### config.mk
export PLATFORM = sky130hd
export DESIGN_NAME = wr_ctrl_flags_flat
export DESIGN_NICKNAME = d
export VERILOG_FILES = /design/src/rtl/fifo_pkg.sv /design/src/rtl/wr_ctrl_flags_if.sv /design/src/rtl/gray_ptr_sync.sv /design/src/rtl/wr_ctrl_flags.sv /design/src/flat_wrapper.sv
export SDC_FILE = /design/constraint.sdc
export NUM_CORES = 1
export LEC_CHECK = 0
export CAP_MARGIN = 20
export CORE_MARGIN = 3
export CORE_UTILIZATION = 45
export CTS_BUF_LIST = sky130_fd_sc_hd__clkbuf_4
export DETAILED_ROUTE_END_ITERATION = 10
export GPL_TIMING_DRIVEN = 0
export PLACE_DENSITY_LB_ADDON = 0.3
export SETUP_SLACK_MARGIN = 0.02
export SYNTH_ARGS = -nofsm -noshare
export SYNTH_HDL_FRONTEND = slang
export SYNTH_SLANG_ARGS = --single-unit
### constraint.sdc
create_clock -name wr_clk_i -period 2.6 [get_ports wr_clk_i]
set_input_delay 0.52 -clock wr_clk_i [delete_from_list [all_inputs] [get_ports wr_clk_i]]
set_output_delay 0.52 -clock wr_clk_i [all_outputs]
set_load 0.01 [all_outputs]
### src/rtl/fifo_pkg.sv
`default_nettype none
// ============================================================================
//  Module   : fifo_pkg
//  Purpose  : Shared types and helpers for the dual-clock FIFO controllers.
//             Gray/binary conversions are written once on a wide word.
//             Callers zero-extend their pointer into the word and keep the
//             low AWIDTH+1 bits. Zero-extension leaves both conversions
//             exact for any narrower width.
//  Revision : 1.0  initial parametrised release
// ============================================================================
package fifo_pkg;

    // Widest pointer the generic conversion helpers accept.
    localparam int PTR_MAX_W = 32;

    typedef logic [PTR_MAX_W-1:0] ptr_word_t;

    // Registered status flags of the write-side controller.
    typedef struct packed {
        logic full;
        logic afull;
        logic ovf;
    } wr_flags_t;

    // Number of words held by a FIFO with the given address width.
    function automatic int depth_of(input int awidth);
        return 1 << awidth;
    endfunction

    // Pointer width: one extra bit above the address distinguishes full from
    // empty when the addresses are equal.
    function automatic int ptr_width_of(input int awidth);
        return awidth + 1;
    endfunction

    function automatic ptr_word_t bin2gray(input ptr_word_t b);
        return b ^ (b >> 1);
    endfunction

    // Each binary bit is the XOR of its own Gray bit and every Gray bit above it.
    function automatic ptr_word_t gray2bin(input ptr_word_t g);
        ptr_word_t b;
        b = g;
        for (int i = 1; i < PTR_MAX_W; i++) begin
            b = b ^ (g >> i);
        end
        return b;
    endfunction

endpackage
`default_nettype wire

### src/rtl/wr_ctrl_flags_if.sv
`default_nettype none
// ============================================================================
//  Module   : wr_ctrl_flags_if
//  Purpose  : Bundle of the write-side request and status signals of the
//             dual-clock FIFO.
//  Ports    : wr_req_i, ovf_clr_i, rd_pntr_gray_i   -> controller
//             wr_pntr_o, wr_en_o, wr_pntr_gray_o,
//             wr_full_o, wr_afull_o, wr_usedw_o,
//             wr_ovf_o                              <- controller
//             master : the writer / surrounding FIFO logic
//             slave  : the write-side controller
//  Revision : 1.0  initial parametrised release
// ============================================================================
interface wr_ctrl_flags_if #(
    parameter int AWIDTH = 4
);
    logic              wr_req_i;
    logic              ovf_clr_i;
    logic [AWIDTH:0]   rd_pntr_gray_i;
    logic [AWIDTH-1:0] wr_pntr_o;
    logic              wr_en_o;
    logic [AWIDTH:0]   wr_pntr_gray_o;
    logic              wr_full_o;
    logic              wr_afull_o;
    logic [AWIDTH:0]   wr_usedw_o;
    logic              wr_ovf_o;

    modport master (
        output wr_req_i,
        output ovf_clr_i,
        output rd_pntr_gray_i,
        input  wr_pntr_o,
        input  wr_en_o,
        input  wr_pntr_gray_o,
        input  wr_full_o,
        input  wr_afull_o,
        input  wr_usedw_o,
        input  wr_ovf_o
    );

    modport slave (
        input  wr_req_i,
        input  ovf_clr_i,
        input  rd_pntr_gray_i,
        output wr_pntr_o,
        output wr_en_o,
        output wr_pntr_gray_o,
        output wr_full_o,
        output wr_afull_o,
        output wr_usedw_o,
        output wr_ovf_o
    );

endinterface
`default_nettype wire

### src/rtl/gray_ptr_sync.sv
`default_nettype none
// ============================================================================
//  Module   : gray_ptr_sync
//  Purpose  : Multi-stage flip-flop synchroniser for a Gray-coded pointer
//             crossing into the clk domain. Gray coding guarantees at most
//             one bit is in flight. A metastable capture resolves to either
//             the old pointer or the new pointer.
//  Ports    : clk   in  destination clock
//             rst_n in  asynchronous active-low reset, clears every stage
//             d     in  WIDTH  pointer from the source domain
//             q     out WIDTH  synchronised pointer (last stage)
//  Revision : 1.0  initial release
// ============================================================================
module gray_ptr_sync #(
    parameter int WIDTH  = 5,
    parameter int STAGES = 2
) (
    input  logic             clk,
    input  logic             rst_n,
    input  logic [WIDTH-1:0] d,
    output logic [WIDTH-1:0] q
);

    logic [WIDTH-1:0] r_stage [STAGES];

    always_ff @(posedge clk or negedge rst_n) begin
        if (!rst_n) begin
            for (int i = 0; i < STAGES; i++) begin
                r_stage[i] <= '0;
            end
        end else begin
            r_stage[0] <= d;
            for (int i = 1; i < STAGES; i++) begin
                r_stage[i] <= r_stage[i-1];
            end
        end
    end

    assign q = r_stage[STAGES-1];

endmodule
`default_nettype wire

### src/rtl/wr_ctrl_flags.sv
`default_nettype none
// ============================================================================
//  Module   : wr_ctrl_flags
//  Purpose  : Write-domain controller of the dual-clock FIFO.
//             Produces:
//               - the write address and write enable,
//               - the Gray write pointer for the read domain,
//               - an exact used-word count (0..DEPTH),
//               - full, almost-full and sticky overflow flags.
//             The read pointer arrives Gray-coded. It is synchronised over
//             SYNC_STAGES flops inside this block.
//  Ports    : wr_clk_i  in   write-domain clock
//             aclr_i    in   asynchronous active-low reset
//             bus       slave modport of wr_ctrl_flags_if:
//                         wr_req_i, ovf_clr_i, rd_pntr_gray_i (in)
//                         wr_pntr_o, wr_en_o, wr_pntr_gray_o,
//                         wr_full_o, wr_afull_o, wr_usedw_o, wr_ovf_o (out)
//  Params   : AWIDTH       address width, DEPTH = 2**AWIDTH
//             SYNC_STAGES  read-pointer synchroniser depth, 2..4
//             AFULL_LEVEL  almost-full threshold in words, 1..DEPTH
//  Revision : 1.0  initial parametrised release
// ============================================================================
module wr_ctrl_flags
    import fifo_pkg::*;
#(
    parameter int AWIDTH      = 4,
    parameter int SYNC_STAGES = 2,
    parameter int AFULL_LEVEL = (2**AWIDTH) - 2
) (
    input  logic            wr_clk_i,
    input  logic            aclr_i,
    wr_ctrl_flags_if.slave  bus
);

    localparam int              PTR_W   = ptr_width_of(AWIDTH);
    localparam int              DEPTH   = depth_of(AWIDTH);
    localparam logic [PTR_W-1:0] C_DEPTH = PTR_W'(DEPTH);
    localparam logic [PTR_W-1:0] C_AFULL = PTR_W'(AFULL_LEVEL);
    localparam int              EXT_W   = PTR_MAX_W - PTR_W;

    // ------------------------------------------------------------------
    // State
    // ------------------------------------------------------------------
    logic [PTR_W-1:0] r_wr_bin;
    logic [PTR_W-1:0] r_wr_gray;
    logic [PTR_W-1:0] r_usedw;
    wr_flags_t        r_flags;

    // ------------------------------------------------------------------
    // Next-state wires
    // ------------------------------------------------------------------
    logic             w_wr_en;
    logic [PTR_W-1:0] w_wr_bin_next;
    logic [PTR_W-1:0] w_wr_gray_next;
    logic [PTR_W-1:0] w_usedw_next;
    logic [PTR_W-1:0] w_rd_gray_s;
    logic [PTR_W-1:0] w_rd_bin_s;
    ptr_word_t        w_rd_bin_ext;
    ptr_word_t        w_wr_gray_ext;
    logic             w_unused_ext;

    // ------------------------------------------------------------------
    // Read pointer into the write domain
    // ------------------------------------------------------------------
    gray_ptr_sync #(
        .WIDTH  (PTR_W),
        .STAGES (SYNC_STAGES)
    ) u_rd_sync (
        .clk   (wr_clk_i),
        .rst_n (aclr_i),
        .d     (bus.rd_pntr_gray_i),
        .q     (w_rd_gray_s)
    );

    // The full pointer width is converted. The wrap bit is part of the
    // distance calculation.
    assign w_rd_bin_ext = gray2bin({{EXT_W{1'b0}}, w_rd_gray_s});
    assign w_rd_bin_s   = w_rd_bin_ext[PTR_W-1:0];

    // ------------------------------------------------------------------
    // Write accept and pointer advance
    // ------------------------------------------------------------------
    assign w_wr_en       = bus.wr_req_i & ~r_flags.full;
    assign w_wr_bin_next = r_wr_bin + {{AWIDTH{1'b0}}, w_wr_en};

    assign w_wr_gray_ext  = bin2gray({{EXT_W{1'b0}}, w_wr_bin_next});
    assign w_wr_gray_next = w_wr_gray_ext[PTR_W-1:0];

    // Both pointers carry the wrap bit. The modulo-2**PTR_W difference is
    // the exact fill level, including across the 2**PTR_W-1 -> 0 wrap.
    assign w_usedw_next = w_wr_bin_next - w_rd_bin_s;

    // Upper bits of the wide conversion words are zero by construction.
    assign w_unused_ext = ^{w_rd_bin_ext[PTR_MAX_W-1:PTR_W],
                            w_wr_gray_ext[PTR_MAX_W-1:PTR_W]};

    // ------------------------------------------------------------------
    // Registers
    // Flags are computed from next-state values. They therefore change on
    // the same edge as the pointer and the count they describe.
    // ------------------------------------------------------------------
    always_ff @(posedge wr_clk_i or negedge aclr_i) begin
        if (!aclr_i) begin
            r_wr_bin  <= '0;
            r_wr_gray <= '0;
            r_usedw   <= '0;
            r_flags   <= '0;
        end else begin
            r_wr_bin      <= w_wr_bin_next;
            r_wr_gray     <= w_wr_gray_next;
            r_usedw       <= w_usedw_next;
            r_flags.full  <= (w_usedw_next == C_DEPTH);
            r_flags.afull <= (w_usedw_next >= C_AFULL);
            // A rejected write wins over a simultaneous clear, so no
            // overflow event is ever lost.
            if (bus.wr_req_i && r_flags.full) begin
                r_flags.ovf <= 1'b1;
            end else if (bus.ovf_clr_i) begin
                r_flags.ovf <= 1'b0;
            end
        end
    end

    // ------------------------------------------------------------------
    // Outputs
    // ------------------------------------------------------------------
    assign bus.wr_pntr_o      = r_wr_bin[AWIDTH-1:0];
    assign bus.wr_en_o        = w_wr_en;
    assign bus.wr_pntr_gray_o = r_wr_gray;
    assign bus.wr_full_o      = r_flags.full;
    assign bus.wr_afull_o     = r_flags.afull;
    assign bus.wr_usedw_o     = r_usedw;
    assign bus.wr_ovf_o       = r_flags.ovf;

endmodule
`default_nettype wire

### src/flat_wrapper.sv
// flat-port wrapper written by rule: the top's interface ports become plain ports
module wr_ctrl_flags_flat import fifo_pkg::*;
#(
    parameter int AWIDTH      = 4,
    parameter int SYNC_STAGES = 2,
    parameter int AFULL_LEVEL = (2**AWIDTH) - 2
)
  (wr_clk_i, aclr_i, bus_wr_req_i, bus_ovf_clr_i, bus_rd_pntr_gray_i, bus_wr_pntr_o, bus_wr_en_o, bus_wr_pntr_gray_o, bus_wr_full_o, bus_wr_afull_o, bus_wr_usedw_o, bus_wr_ovf_o);
  wr_ctrl_flags_if #(.AWIDTH(AWIDTH)) bus_i ();
  input  logic wr_clk_i;
  input  logic aclr_i;
  input wire logic [$bits(bus_i.wr_req_i)-1:0] bus_wr_req_i;
  input wire logic [$bits(bus_i.ovf_clr_i)-1:0] bus_ovf_clr_i;
  input wire logic [$bits(bus_i.rd_pntr_gray_i)-1:0] bus_rd_pntr_gray_i;
  output wire logic [$bits(bus_i.wr_pntr_o)-1:0] bus_wr_pntr_o;
  output wire logic [$bits(bus_i.wr_en_o)-1:0] bus_wr_en_o;
  output wire logic [$bits(bus_i.wr_pntr_gray_o)-1:0] bus_wr_pntr_gray_o;
  output wire logic [$bits(bus_i.wr_full_o)-1:0] bus_wr_full_o;
  output wire logic [$bits(bus_i.wr_afull_o)-1:0] bus_wr_afull_o;
  output wire logic [$bits(bus_i.wr_usedw_o)-1:0] bus_wr_usedw_o;
  output wire logic [$bits(bus_i.wr_ovf_o)-1:0] bus_wr_ovf_o;
  assign bus_i.wr_req_i = bus_wr_req_i;
  assign bus_i.ovf_clr_i = bus_ovf_clr_i;
  assign bus_i.rd_pntr_gray_i = bus_rd_pntr_gray_i;
  assign bus_wr_pntr_o = bus_i.wr_pntr_o;
  assign bus_wr_en_o = bus_i.wr_en_o;
  assign bus_wr_pntr_gray_o = bus_i.wr_pntr_gray_o;
  assign bus_wr_full_o = bus_i.wr_full_o;
  assign bus_wr_afull_o = bus_i.wr_afull_o;
  assign bus_wr_usedw_o = bus_i.wr_usedw_o;
  assign bus_wr_ovf_o = bus_i.wr_ovf_o;
  wr_ctrl_flags #(.AWIDTH(AWIDTH), .SYNC_STAGES(SYNC_STAGES), .AFULL_LEVEL(AFULL_LEVEL)) u_core (.wr_clk_i(wr_clk_i), .aclr_i(aclr_i), .bus(bus_i));
endmodule
# ---- After elaboration in Yosys (flattened, before gate mapping)
# Cells that the tools add are included.
dict set report word_totals {
  ff_bits 28
  wordCells 23
  input_bits 9
  out_inout_bits 18
}
dict set report op_classes {
  n_addsub 2
  n_lt_le_gt_ge 1
  reduce_logical 2
  bitwise 7
  n_mux 2
  n_eq_ne 1
}
# op count
set ops {}
lappend ops {{$xor A5 B4 Y5} 2}
lappend ops {{$add A5 B1 Y5} 1}
lappend ops {{$eq A5 B5 Y1 const B} 1}
lappend ops {{$ge A5 B4 Y1 const B} 1}
lappend ops {{$sub A5 B5 Y5} 1}
lappend ops {{$xor A5 B1 Y5} 1}
lappend ops {{$xor A5 B2 Y5} 1}
lappend ops {{$xor A5 B3 Y5} 1}
lappend ops {{$mux W1} 2}
lappend ops {{$reduce_bool A2 Y1} 1}
lappend ops {{$and A1 B1 Y1} 1}
lappend ops {{$logic_and A1 B1 Y1} 1}
lappend ops {{$not A1 Y1} 1}

# ---- Longest topological paths before layout
dict set report depth {
  depth_word 6
  ltp_mapped 10
  ltp_nobuf 10
}

# ---- Modules after synthesis
# Synthesis repeated with hierarchy kept, for this count alone.
dict set report hier_totals {
  hier_cells 82
  hier_area_um2 1117.3
}
# module seq_area_each_um2 n_inst cells_per_inst area_per_inst_um2
set by_module_without_submodules {}
lappend by_module_without_submodules {wr_ctrl_flags 425.4 1 67 829.5}
lappend by_module_without_submodules {gray_ptr_sync 250.2 1 15 287.8}

# ---- Worst setup path before layout
# OpenSTA, ideal clock, no wires.
dict set report synth_timing {
  path_kind {input port to flip-flop}
  from {input port bus_wr_req_i}
  to {register u_core.r_flags (netlist bit u_core.bus.wr_full_o)}
  path_stages 9
  t_arrival_ns 2.535
  path_slack_ns -0.058
  setup_ns 0.123
  n_path_buf 0
  required_time_ns 2.477
  path_cell_list {nor2b_1 ha_1 ha_1 xor2_1 ha_1 nor2b_1 o21ai_0 a21oi_1 o221a_2}
}
dict set report synth_between {
  elab_chain_len 4
}
# element line_no
set synth_lines {}
lappend synth_lines {{start, declared} flat_wrapper.sv:12} ;# input wire logic [$bits(bus_i.wr_req_i)-1:0] bus_wr_req_i;
lappend synth_lines {{$and A1 B1 Y1} wr_ctrl_flags.sv:83} ;# assign w_wr_en = bus.wr_req_i & ~r_flags.full;
lappend synth_lines {{$add A5 B1 Y5} wr_ctrl_flags.sv:84} ;# assign w_wr_bin_next = r_wr_bin + {{AWIDTH{1'b0}}, w_wr_en};
lappend synth_lines {{net u_core.w_wr_bin_next[2]} wr_ctrl_flags.sv:53} ;# logic [PTR_W-1:0] w_wr_bin_next;
lappend synth_lines {{$sub A5 B5 Y5} wr_ctrl_flags.sv:91} ;# assign w_usedw_next = w_wr_bin_next - w_rd_bin_s;
lappend synth_lines {{$eq A5 B5 Y1} wr_ctrl_flags.sv:112} ;# r_flags.full <= (w_usedw_next == C_DEPTH);
lappend synth_lines {{end, declared} wr_ctrl_flags.sv:47} ;# wr_flags_t r_flags;
# The timed path passes the listed nets, and every way through them passes these cells.
# A chain may end at the register's enable or synchronous reset.

# ---- Worst setup path in the final report
dict set report layout_timing {
  from {register u_core.u_rd_sync.r_stage (netlist bit u_core.u_rd_sync.q[4])}
  to {register u_core.r_flags (netlist bit u_core.bus.wr_full_o)}
}
dict set report layout_between {
  elab_chain_len 6
}
# element line_no
set layout_lines {}
lappend layout_lines {{start, declared} gray_ptr_sync.sv:24} ;# logic [WIDTH-1:0] r_stage [STAGES];
lappend layout_lines {{start signal, assigned by index} gray_ptr_sync.sv:34} ;# r_stage[i] <= r_stage[i-1];
lappend layout_lines {{$xor A5 B4 Y5} fifo_pkg.sv:45} ;# b = b ^ (g >> i);
lappend layout_lines {{$xor A5 B3 Y5} fifo_pkg.sv:45}
lappend layout_lines {{$xor A5 B2 Y5} fifo_pkg.sv:45}
lappend layout_lines {{$xor A5 B1 Y5 (*)} fifo_pkg.sv:45}
lappend layout_lines {{$sub A5 B5 Y5 (*)} wr_ctrl_flags.sv:91}
lappend layout_lines {{$eq A5 B5 Y1 (*)} wr_ctrl_flags.sv:112}
# Every way passes the cells marked *; elsewhere a longest branch is shown, timed or not.

==> out/qor.yml <==
critPathMaxFanout: 3
synth_edf_count: 0
dieArea_um2: 3000
grt_max_degree: 16
die_height_um: 54.8
syn_avg_cell_area_um2: 13.7
path_cells: "xnor2_2 > xor2_2 > xor2_2 > xnor2_1 > ha_2 > fa_2 > nor2b_2 > o21ai_2 > and3_1 > o221a_2"
layout_min_cycle_time_ps: 2580
slew_violations: 0
place_inst: 133
register_area_um2: 676
ioPinCount: 27
cts_buffer_depth: 2
ys_top_cells_by_area: "dfrtp_1, ha_1, xnor2_1, inv_1, xor2_2"
grtUsageTotal_pct: 13.8
diodes: 0
synth_top_area_cell: "dfrtp_1"
dp_hpwl_um: 1390
max_freq_mhz: 388
wl_per_cell_um: 12.8
fp-row-count: 17
yosys_register_bits: 27
drt-total-wl_um: 1830
p_clk_share_pct: 8.5
viasPerCell: 4.69
ir_worst_vdd_mv: 0.697
synth.distinct_cells: 21
start_util_pct: 48.0
hold_class: "flip-flop to flip-flop"
layout.cells.non_filler: 143
grt_pass1_vias: 695
synth_commonest_cells: "dfrtp_1, inv_1, xnor2_1"
syn_to_final_growth_pct: 41.0
p_per_area_nw_per_um2: 1340
crit_required_ps: 2820
dieWidth_um: 54.8
gp_congestion: 0.704
cp_common_cell: "xor2_2"
path_clk_slew_ps: 140
cp_slowest_stage_delay_ps: 440
yosysSeqAreaShare_pct: 63.0
worstMarginPinSlew_ps: 608
nets: 132
cts_made_buffers: 3
ys_warn_count: 0
async_flop_share_pct: 100
hold_viol_final: 0
p_int_mw: 1.28
slew_headroom_pct: 59.4
dr.pass1.iters: 2
cap_violations: 0
clock-sinks: 27
synth_most_common_cell: "dfrtp_1"
synth.cell_area_um2: 1070
rsz0062_at_grt: "true"
htree_num_levels: 1
syn_inst: 78
critPathSlowestCell: "dfrtp_1"
power_mw: 2.02
syn_nets: 94
portBuffers: 26
min_period_over_period_pct: 99.1
antenna_found_initial: 0
worst_setup_path_start_kind: "flip-flop"
crit_type: "flip-flop to flip-flop"
coreArea_um2: 2230
fin_skew_ps: 6.34
clk_latency_ps: 320
ys.flop_type: "dfrtp_1"
leakage_nw: 0.673
outcome: "completed"
multiInputGateArea_um2: 419
p_comb_share_pct: 59.1
clockRootBuffer: "clkbuf_4"
cts_tree: "built"
num_vias: 670
p_seq_share_pct: 32.3
nFillCells: 163
arrival_ps: 2790
cp-end-kind: "flip-flop"
setup_viol: 0
grt_overflow: 0
grt_pass1_wl_um: 2810
drt_iter0_drc: 1
synth_top_area_share_pct: 63.0
drive_gt1_share_pct: 22.6
ant_nets: 0
p_sw_mw: 0.742
switching_share_pct: 36.8
drc: 0
-- per-layer routing --
metal / track usage [%] / part of all wire (%) / wire length, um / vias to the layer above
li1: - / - / - / 321
met2: 24.6 / 54 / 977 / 23
met4: 8.71 / 2.6 / 47 / 0
met1: 14.7 / 37 / 675 / 320
met5: 0 / 0 / 0 / -
met3: 2.72 / 6.8 / 125 / 6
-- kinds of logic (layout without fill, tap and decap cells) --
logic type,count (synthesis),count (layout),synth area share (%)
adders and majority gates,7,7,8.87
xor gates and xnor gates,14,14,13.5
DFF,27,27,63.0
buffers and inverters,9,46,3.15
and+or+nand+nor,13,13,6.30
AOI/OAI and AO/OA,8,8,5.13
-- critical path, delay by kind of cell, from the launching register on --
kind                       cells  cell delay [ps]
xor gates and xnor gates       4              800
adders and majority gates      2              610
DFF                            1              440
AOI/OAI and AO/OA              2              350
and+or+nand+nor                2              290
-- per-stage QoR --
step                cell area, um2  hold WS, ps  util (%)  setup slack (ps)  setup TNS (ps)
finish                        1510          371      67.7              24.5               0
global route                  1510          387      67.7             -91.1            -166
CTS                           1460          376      65.3              14.4               0
detailed placement            1390          342      62.2              -563           -1760
global placement              1380          331      61.6              -426           -1250
floorplan                     1080          224         -              97.0               0
-- power by group through the flow --
stage / Clock (mW) / Combinational [mW] / Sequential [mW]
2_1_floorplan: 0 / 0.538 / 0.719
3_3_place_gp: 0 / 0.984 / 0.646
3_5_place_dp: 0 / 1.02 / 0.657
4_1_cts: 0.180 / 1.11 / 0.654
5_1_grt: 0.196 / 1.33 / 0.667
6_report: 0.172 / 1.19 / 0.652
-- placed cells by master, fill, tap and decap left out, drive strengths merged --
| cell | synthesis | layout |
|---|---|---|
| dfrtp | 27 | 27 |
| clkdlybuf4s50 | 0 | 26 |
| inv | 9 | 9 |
| xnor2 | 9 | 9 |
| buf | 0 | 7 |
| ha | 6 | 6 |
| xor2 | 5 | 5 |
| nand3 | 3 | 3 |
| nand2 | 3 | 3 |
| clkbuf | 0 | 3 |
| nor2b | 3 | 3 |
| o21ai | 3 | 3 |
| a21o | 1 | 1 |
| a21boi | 1 | 1 |
| nor3b | 1 | 1 |
| nor2 | 1 | 1 |
| o311ai | 1 | 1 |
| a21oi | 1 | 1 |
| and3 | 1 | 1 |
| nor3 | 1 | 1 |
| o221a | 1 | 1 |
| fa | 1 | 1 |
| clkinv | 0 | 1 |
-- state kept, by name, indices dropped and copies added (netlist names) --
name	count
u_core.bus.wr_ovf_o	1
u_core.bus.wr_afull_o	1
u_core.u_rd_sync.r_stage	5
u_core.r_wr_bin	5
u_core.bus.wr_usedw_o	5
u_core.bus.wr_full_o	1
u_core.bus.wr_pntr_gray_o	4
u_core.u_rd_sync.q	5
-- layout make-up --
| class | count | area share, % |
|---|---|---|
| sequential | 27 | 44.7 |
| multi-input combinational | 42 | 27.7 |
| timing repair buffer | 33 | 21.2 |
| tap | 28 | 2.32 |
| inverter | 9 | 2.24 |
| clock buffer | 3 | 1.49 |
| clock inverter | 1 | 0.331 |
-- final timing paths --
path	slack [ps]	from	end	cells past startpoint
setup / recovery	20	u_core.u_rd_sync.q[4]	u_core.bus.wr_full_o	10
hold / removal	370	u_core.u_rd_sync.r_stage[5]	u_core.u_rd_sync.q[0]	0
setup reg to reg	20	u_core.u_rd_sync.q[4]	u_core.bus.wr_full_o	10
hold reg to reg	370	u_core.u_rd_sync.r_stage[5]	u_core.u_rd_sync.q[0]	0
max in group asynchronous	1530	aclr_i	u_core.bus.wr_usedw_o[1]	2
min in group asynchronous	560	aclr_i	u_core.bus.wr_pntr_gray_o[2]	1
-- what timing repair did --
item,CTS,global route
gates resized for setup,7,5
endpoints found under the setup margin,4,2
pin swaps,0,9
endpoints found under the hold margin,0,0
setup buffers,1,5
hold buffers,0,0
No activity file was read; power rests on OpenSTA's default activity.
